### src/rtl/decode_stage.sv
// rtl/decode_stage.sv - fetch-to-decode stage: 2-entry skid FIFO with imm_sel/register pre-decode.
// Optional DECODE_ILLEGAL_CHECK_EN adds a per-entry out_illegal flag.
module decode_stage #(
    parameter int PC_W      = 32,
    parameter int IMM_SEL_W = 3
) (
    input  logic                 clk,
    input  logic                 rst_n,
    input  logic                 flush,
    input  logic                 in_valid,
    output logic                 in_ready,
    input  logic [31:0]          in_inst,
    input  logic [PC_W-1:0]      in_pc,
    output logic                 out_valid,
    input  logic                 out_ready,
    output logic [PC_W-1:0]      out_pc,
    output logic [24:0]          out_inst_in,
    output logic [IMM_SEL_W-1:0] out_imm_sel,
    output logic [6:0]           out_opcode,
    output logic [4:0]           out_rd,
    output logic [4:0]           out_rs1,
`ifdef DECODE_ILLEGAL_CHECK_EN
    output logic                 out_illegal,
`endif
    output logic [4:0]           out_rs2
);

    typedef struct packed {
        logic [PC_W-1:0]      pc;
        logic [24:0]          inst_hi;
        logic [6:0]           opcode;
        logic [IMM_SEL_W-1:0] imm_sel;
`ifdef DECODE_ILLEGAL_CHECK_EN
        logic                 illegal;
`endif
    } entry_t;

    function automatic logic [IMM_SEL_W-1:0] dec_sel(input logic [6:0] opc, input logic f3_msb);
        case (opc)
            7'b0000011, 7'b0010011, 7'b1100111: dec_sel = IMM_SEL_W'(1);
            7'b0100011:                         dec_sel = IMM_SEL_W'(2);
            7'b1100011:                         dec_sel = IMM_SEL_W'(3);
            7'b0110111, 7'b0010111:             dec_sel = IMM_SEL_W'(4);
            7'b1101111:                         dec_sel = IMM_SEL_W'(5);
            7'b1110011:                         dec_sel = f3_msb ? IMM_SEL_W'(6) : IMM_SEL_W'(1);
            default:                            dec_sel = '0;
        endcase
    endfunction

`ifdef DECODE_ILLEGAL_CHECK_EN
    function automatic logic is_illegal(input logic [6:0] opc);
        case (opc)
            7'b0000011, 7'b0010011, 7'b1100111, 7'b0100011, 7'b1100011,
            7'b0110111, 7'b0010111, 7'b1101111, 7'b1110011, 7'b0110011: is_illegal = 1'b0;
            default:                                                    is_illegal = 1'b1;
        endcase
    endfunction
`endif

    entry_t     mem_q [2];
    entry_t     mem_d [2];
    entry_t     out_q, out_d, new_e;
    logic [1:0] count_q, count_d;
    logic       wr_ptr_q, wr_ptr_d, rd_ptr_q, rd_ptr_d;
    logic       push, pop;

    assign in_ready  = (count_q != 2'd2);
    assign out_valid = (count_q != 2'd0);
    assign push      = in_valid & in_ready;
    assign pop       = out_valid & out_ready;

    always_comb begin
        new_e         = '0;
        new_e.pc      = in_pc;
        new_e.inst_hi = in_inst[31:7];
        new_e.opcode  = in_inst[6:0];
        new_e.imm_sel = dec_sel(in_inst[6:0], in_inst[14]);
`ifdef DECODE_ILLEGAL_CHECK_EN
        new_e.illegal = is_illegal(in_inst[6:0]) | (in_inst[1:0] != 2'b11);
        if (new_e.illegal) new_e.imm_sel = '0;
`endif
    end

    // The output register is reloaded with the post-update head, so it holds the
    // last head when the FIFO drains and only clears on reset/flush.
    always_comb begin
        mem_d    = mem_q;
        wr_ptr_d = wr_ptr_q;
        rd_ptr_d = rd_ptr_q;
        count_d  = count_q;
        out_d    = out_q;
        if (flush) begin
            wr_ptr_d = 1'b0;
            rd_ptr_d = 1'b0;
            count_d  = 2'd0;
            out_d    = '0;
        end else begin
            if (push) begin
                mem_d[wr_ptr_q] = new_e;
                wr_ptr_d        = ~wr_ptr_q;
            end
            if (pop) rd_ptr_d = ~rd_ptr_q;
            count_d = count_q + 2'(push) - 2'(pop);
            if (count_d != 2'd0) out_d = mem_d[rd_ptr_d];
        end
    end

    always_ff @(posedge clk or negedge rst_n) begin
        if (!rst_n) begin
            mem_q[0] <= '0;
            mem_q[1] <= '0;
            out_q    <= '0;
            count_q  <= 2'd0;
            wr_ptr_q <= 1'b0;
            rd_ptr_q <= 1'b0;
        end else begin
            mem_q    <= mem_d;
            out_q    <= out_d;
            count_q  <= count_d;
            wr_ptr_q <= wr_ptr_d;
            rd_ptr_q <= rd_ptr_d;
        end
    end

    assign out_pc      = out_q.pc;
    assign out_inst_in = out_q.inst_hi;
    assign out_opcode  = out_q.opcode;
    assign out_imm_sel = out_q.imm_sel;
    assign out_rd      = out_q.inst_hi[4:0];
    assign out_rs1     = out_q.inst_hi[12:8];
    assign out_rs2     = out_q.inst_hi[17:13];
`ifdef DECODE_ILLEGAL_CHECK_EN
    assign out_illegal = out_q.illegal;
`endif

endmodule
### config.mk
export PLATFORM = sky130hd
export DESIGN_NAME = decode_stage
export DESIGN_NICKNAME = d
export VERILOG_FILES = /design/src/rtl/decode_stage.sv
export SDC_FILE = /design/constraint.sdc
export NUM_CORES = 1
export LEC_CHECK = 0
export CORE_UTILIZATION = 45
export CTS_BUF_LIST = sky130_fd_sc_hd__clkbuf_8
export DETAILED_ROUTE_END_ITERATION = 10
export HOLD_SLACK_MARGIN = 0.02
export PLACE_DENSITY = 0.69
export SYNTH_ARGS = -nofsm -noshare
export SYNTH_HDL_FRONTEND = slang
export SYNTH_SLANG_ARGS = --single-unit
### constraint.sdc
create_clock -name clk -period 3.1 [get_ports clk]
set_input_delay 0.62 -clock clk [delete_from_list [all_inputs] [get_ports clk]]
set_output_delay 0.62 -clock clk [all_outputs]
set_load 0.005 [all_outputs]
==> impl_metrics.toml <==
[logic_synthesis]
synth_top_flop_cell = "dfrtp_1"
synth_warnings = 0
synthesis.nets = 821
synthCells = 750
ys_ff_latch = 205
synth_area_um2 = 9417
syn_area_per_cell_um2 = 12.56
yosysUniqueCellTypes = 49
ys_async_sr_fraction_pct = 100.0
synth_edf_count = 0
seq_area_frac_synth_pct = 54.48

[power_and_ir_drop]
p_leak_nw = 4.749
intPower_mw = 7.599
clkPwrFrac_pct = 20.6
powerDensity_nw_per_um2 = 997.3
power_switching_mw = 4.191
power_frac_comb_pct = 40.0
switching_share_pct = 35.55
p_seq_share_pct = 39.4
finalPower_mw = 11.79
ir_drop_uv = 863.3

[global_route]
grt_pass1_vias = 6721
antenna_found_initial = 0
grt_overflow = 0
grt_max_degree = 64
track_usage_pct = 20.72
grt_pass1_wl_mm = 35.71

[route]
via_per_inst = 5.448
dr.pass1.iters = 4
finalWirelength_mm = 21.66
first_iter_violations = 311
drtAntennaViolNets = 0
drt-wirelength-per-cell_um = 18.24
drc = 0
vias = 6467

[sta]
relSlewSlack_pct = 62.85
rsz0062_at_grt = "no"
fin_crit_ns = 2.568
setup_tns_ns = 0
layout_setup_ws_ns = 0.5320
setup_violations = 0
tightest_slew_ns = 0.5555
hold_viol_final = 0
slew_violations = 0
fin_worst_skew_ns = 0.02225
fin_crit_sh_pct = 82.84
fmax_mhz = 389.4

[final_layout]
layout_commonest_cell = "dfrtp_1"
nets = 966
drive_above_1_share_pct = 30.43
mostFrequentLayoutCells = "dfrtp_1 (205), clkdlybuf4s50_1 (151), mux2_2 (131)"
n_antenna_cell = 0
syn2layout_area_growth_pct = 25.54

[cts]
clock_latency_ns = 0.52
post_cts_buffers = 0
cts.path.max_buffers = 3
cts_hold_buffers = 0
clock-sinks = 205
ctsResizeCount = 0
clk_pin_slew_worst_paths_ns = 0.07
cts_inserted_buffers = 36
cts_root_buf = "clkbuf_8"
h-tree-depth = 2
cts_tree = "done"

[floorplanning]
coreArea_um2 = 20360
die-area_um2 = 21510
start_util_pct = 46.24
ioPinCount = 153
die_w_um = 146.7
floorplan.rows = 52
dieHeight_um = 146.7

[setup_path]
cp-start-kind = "flip-flop"
critPathArrivalTime_ns = 3.00
end_kind = "flip-flop"
required_ns = 3.53
crit_fanout = 53
crit_type = "flip-flop to flip-flop"

[placement]
dp_worst_setup_slack_ns = 0.1249
dp_hpwl_mm = 13.18
portBuffers = 152
gp_congestion = 0.7738

[hold_path]
hp-class = "primary input to asynchronous set/reset pin"

[status]
outcome = "finished, final reports clean"

[flow_run]
drv_cap = 0
[final timing paths]
path                                        start                     end  slack [ns]  cells past startpoint
setup / recovery             count_q[0]$_DFF_PN0_   out_pc[2]$_DFFE_PN0P_        0.53                     12
hold / removal                              rst_n    count_q[1]$_DFF_PN0_        0.09                      1
setup reg to reg             count_q[0]$_DFF_PN0_   out_pc[2]$_DFFE_PN0P_        0.53                     12
hold reg to reg            out_pc[26]$_DFFE_PN0P_  out_pc[26]$_DFFE_PN0P_        0.48                      2
max in group asynchronous                   rst_n   out_pc[3]$_DFFE_PN0P_        2.12                      2
min in group clk           out_pc[26]$_DFFE_PN0P_  out_pc[26]$_DFFE_PN0P_        0.48                      2
[stage by stage]
stage	util, %	hold slack, ns	cells	cell area, um^2
after floorplan	-	0.3244	750	9417
after global placement	54.63	0.4665	1127	11130
after detailed placement	54.63	0.4745	1127	11130
after CTS	58.05	0.09692	1187	11820
after global routing	58.05	0.1199	1187	11820
final	58.05	0.08826	1187	11820
[state kept, by name (all words and copies together) (netlist names)]
signal       count
out_opcode       7
out_imm_sel      3
rd_ptr_q         1
mem_q          134
wr_ptr_q         1
out_pc          32
out_inst_in     25
count_q          2
[power by group through the flow]
stage	Clock (mW)	Sequential, mW	Combinational, mW
5_1_grt	2.62	4.80	5.15
3_5_place_dp	0	4.69	4.79
2_1_floorplan	0	4.50	3.30
3_3_place_gp	0	4.65	4.68
4_1_cts	2.49	4.65	4.80
6_report	2.43	4.64	4.72
[synthesized netlist by cell type, types with 3 or more instances]
| master | n | area, um^2 |
|---|---|---|
| nand2_1 | 74 | 277.8 |
| o221ai_1 | 5 | 43.79 |
| buf_6 | 12 | 135.1 |
| dfrtp_1 | 205 | 5130 |
| inv_1 | 3 | 11.26 |
| a21oi_1 | 9 | 45.04 |
| o21ai_0 | 10 | 50.05 |
| nand2b_1 | 3 | 18.77 |
| buf_4 | 27 | 202.7 |
| o21ai_1 | 61 | 305.3 |
| nor2_1 | 74 | 277.8 |
| nor2b_1 | 3 | 18.77 |
| nand3_1 | 3 | 15.01 |
| o221ai_2 | 60 | 900.9 |
| buf_2 | 19 | 95.09 |
| mux2_2 | 131 | 1475 |
| clkbuf_1 | 9 | 33.78 |
[logic make-up after synthesis]
logic type	after synthesis	share of synthesized area, %
flip-flops	205	54.48
multiplexers	131	15.67
AO/OA/AOI/OAI	161	15.69
buffers and inverters	72	5.155
AND/OR/NAND/NOR	175	8.079
adder cells (fa/ha/maj)	2	0.2657
XOR/XNOR	4	0.6644
[area by class of cell]
type | instances | area [um^2]
flip-flops and latches | 205 | 5130
inverters | 4 | 15.01
clock inverters | 14 | 62.56
clock buffers | 46 | 633.1
fillers | 1732 | 8543
repair buffers | 175 | 1810
well taps | 270 | 337.8
multi-input cells | 473 | 3832
[layer usage]
metal | vias to the layer above | GRT usage [%] | share of wire, %
met5 | - | 0 | 0
met4 | 0 | 6.719 | 2.3
met3 | 49 | 5.094 | 5.7
met2 | 169 | 33.58 | 47
met1 | 3257 | 27.26 | 45
li1 | 2992 | - | -
[worst max-delay path: stages, from the launching register on]
cell and delay, ns:
dfrtp_1 0.56, nor2b_4 0.10, inv_2 0.15, nand2_1 0.10
ha_1 0.28, inv_1 0.04, ha_1 0.17, xnor3_1 0.22
nor2b_4 0.19, and2b_2 0.20, buf_12 0.27, nand2_1 0.10
o21ai_1 0.09
(Power assumes the default switching activity.)
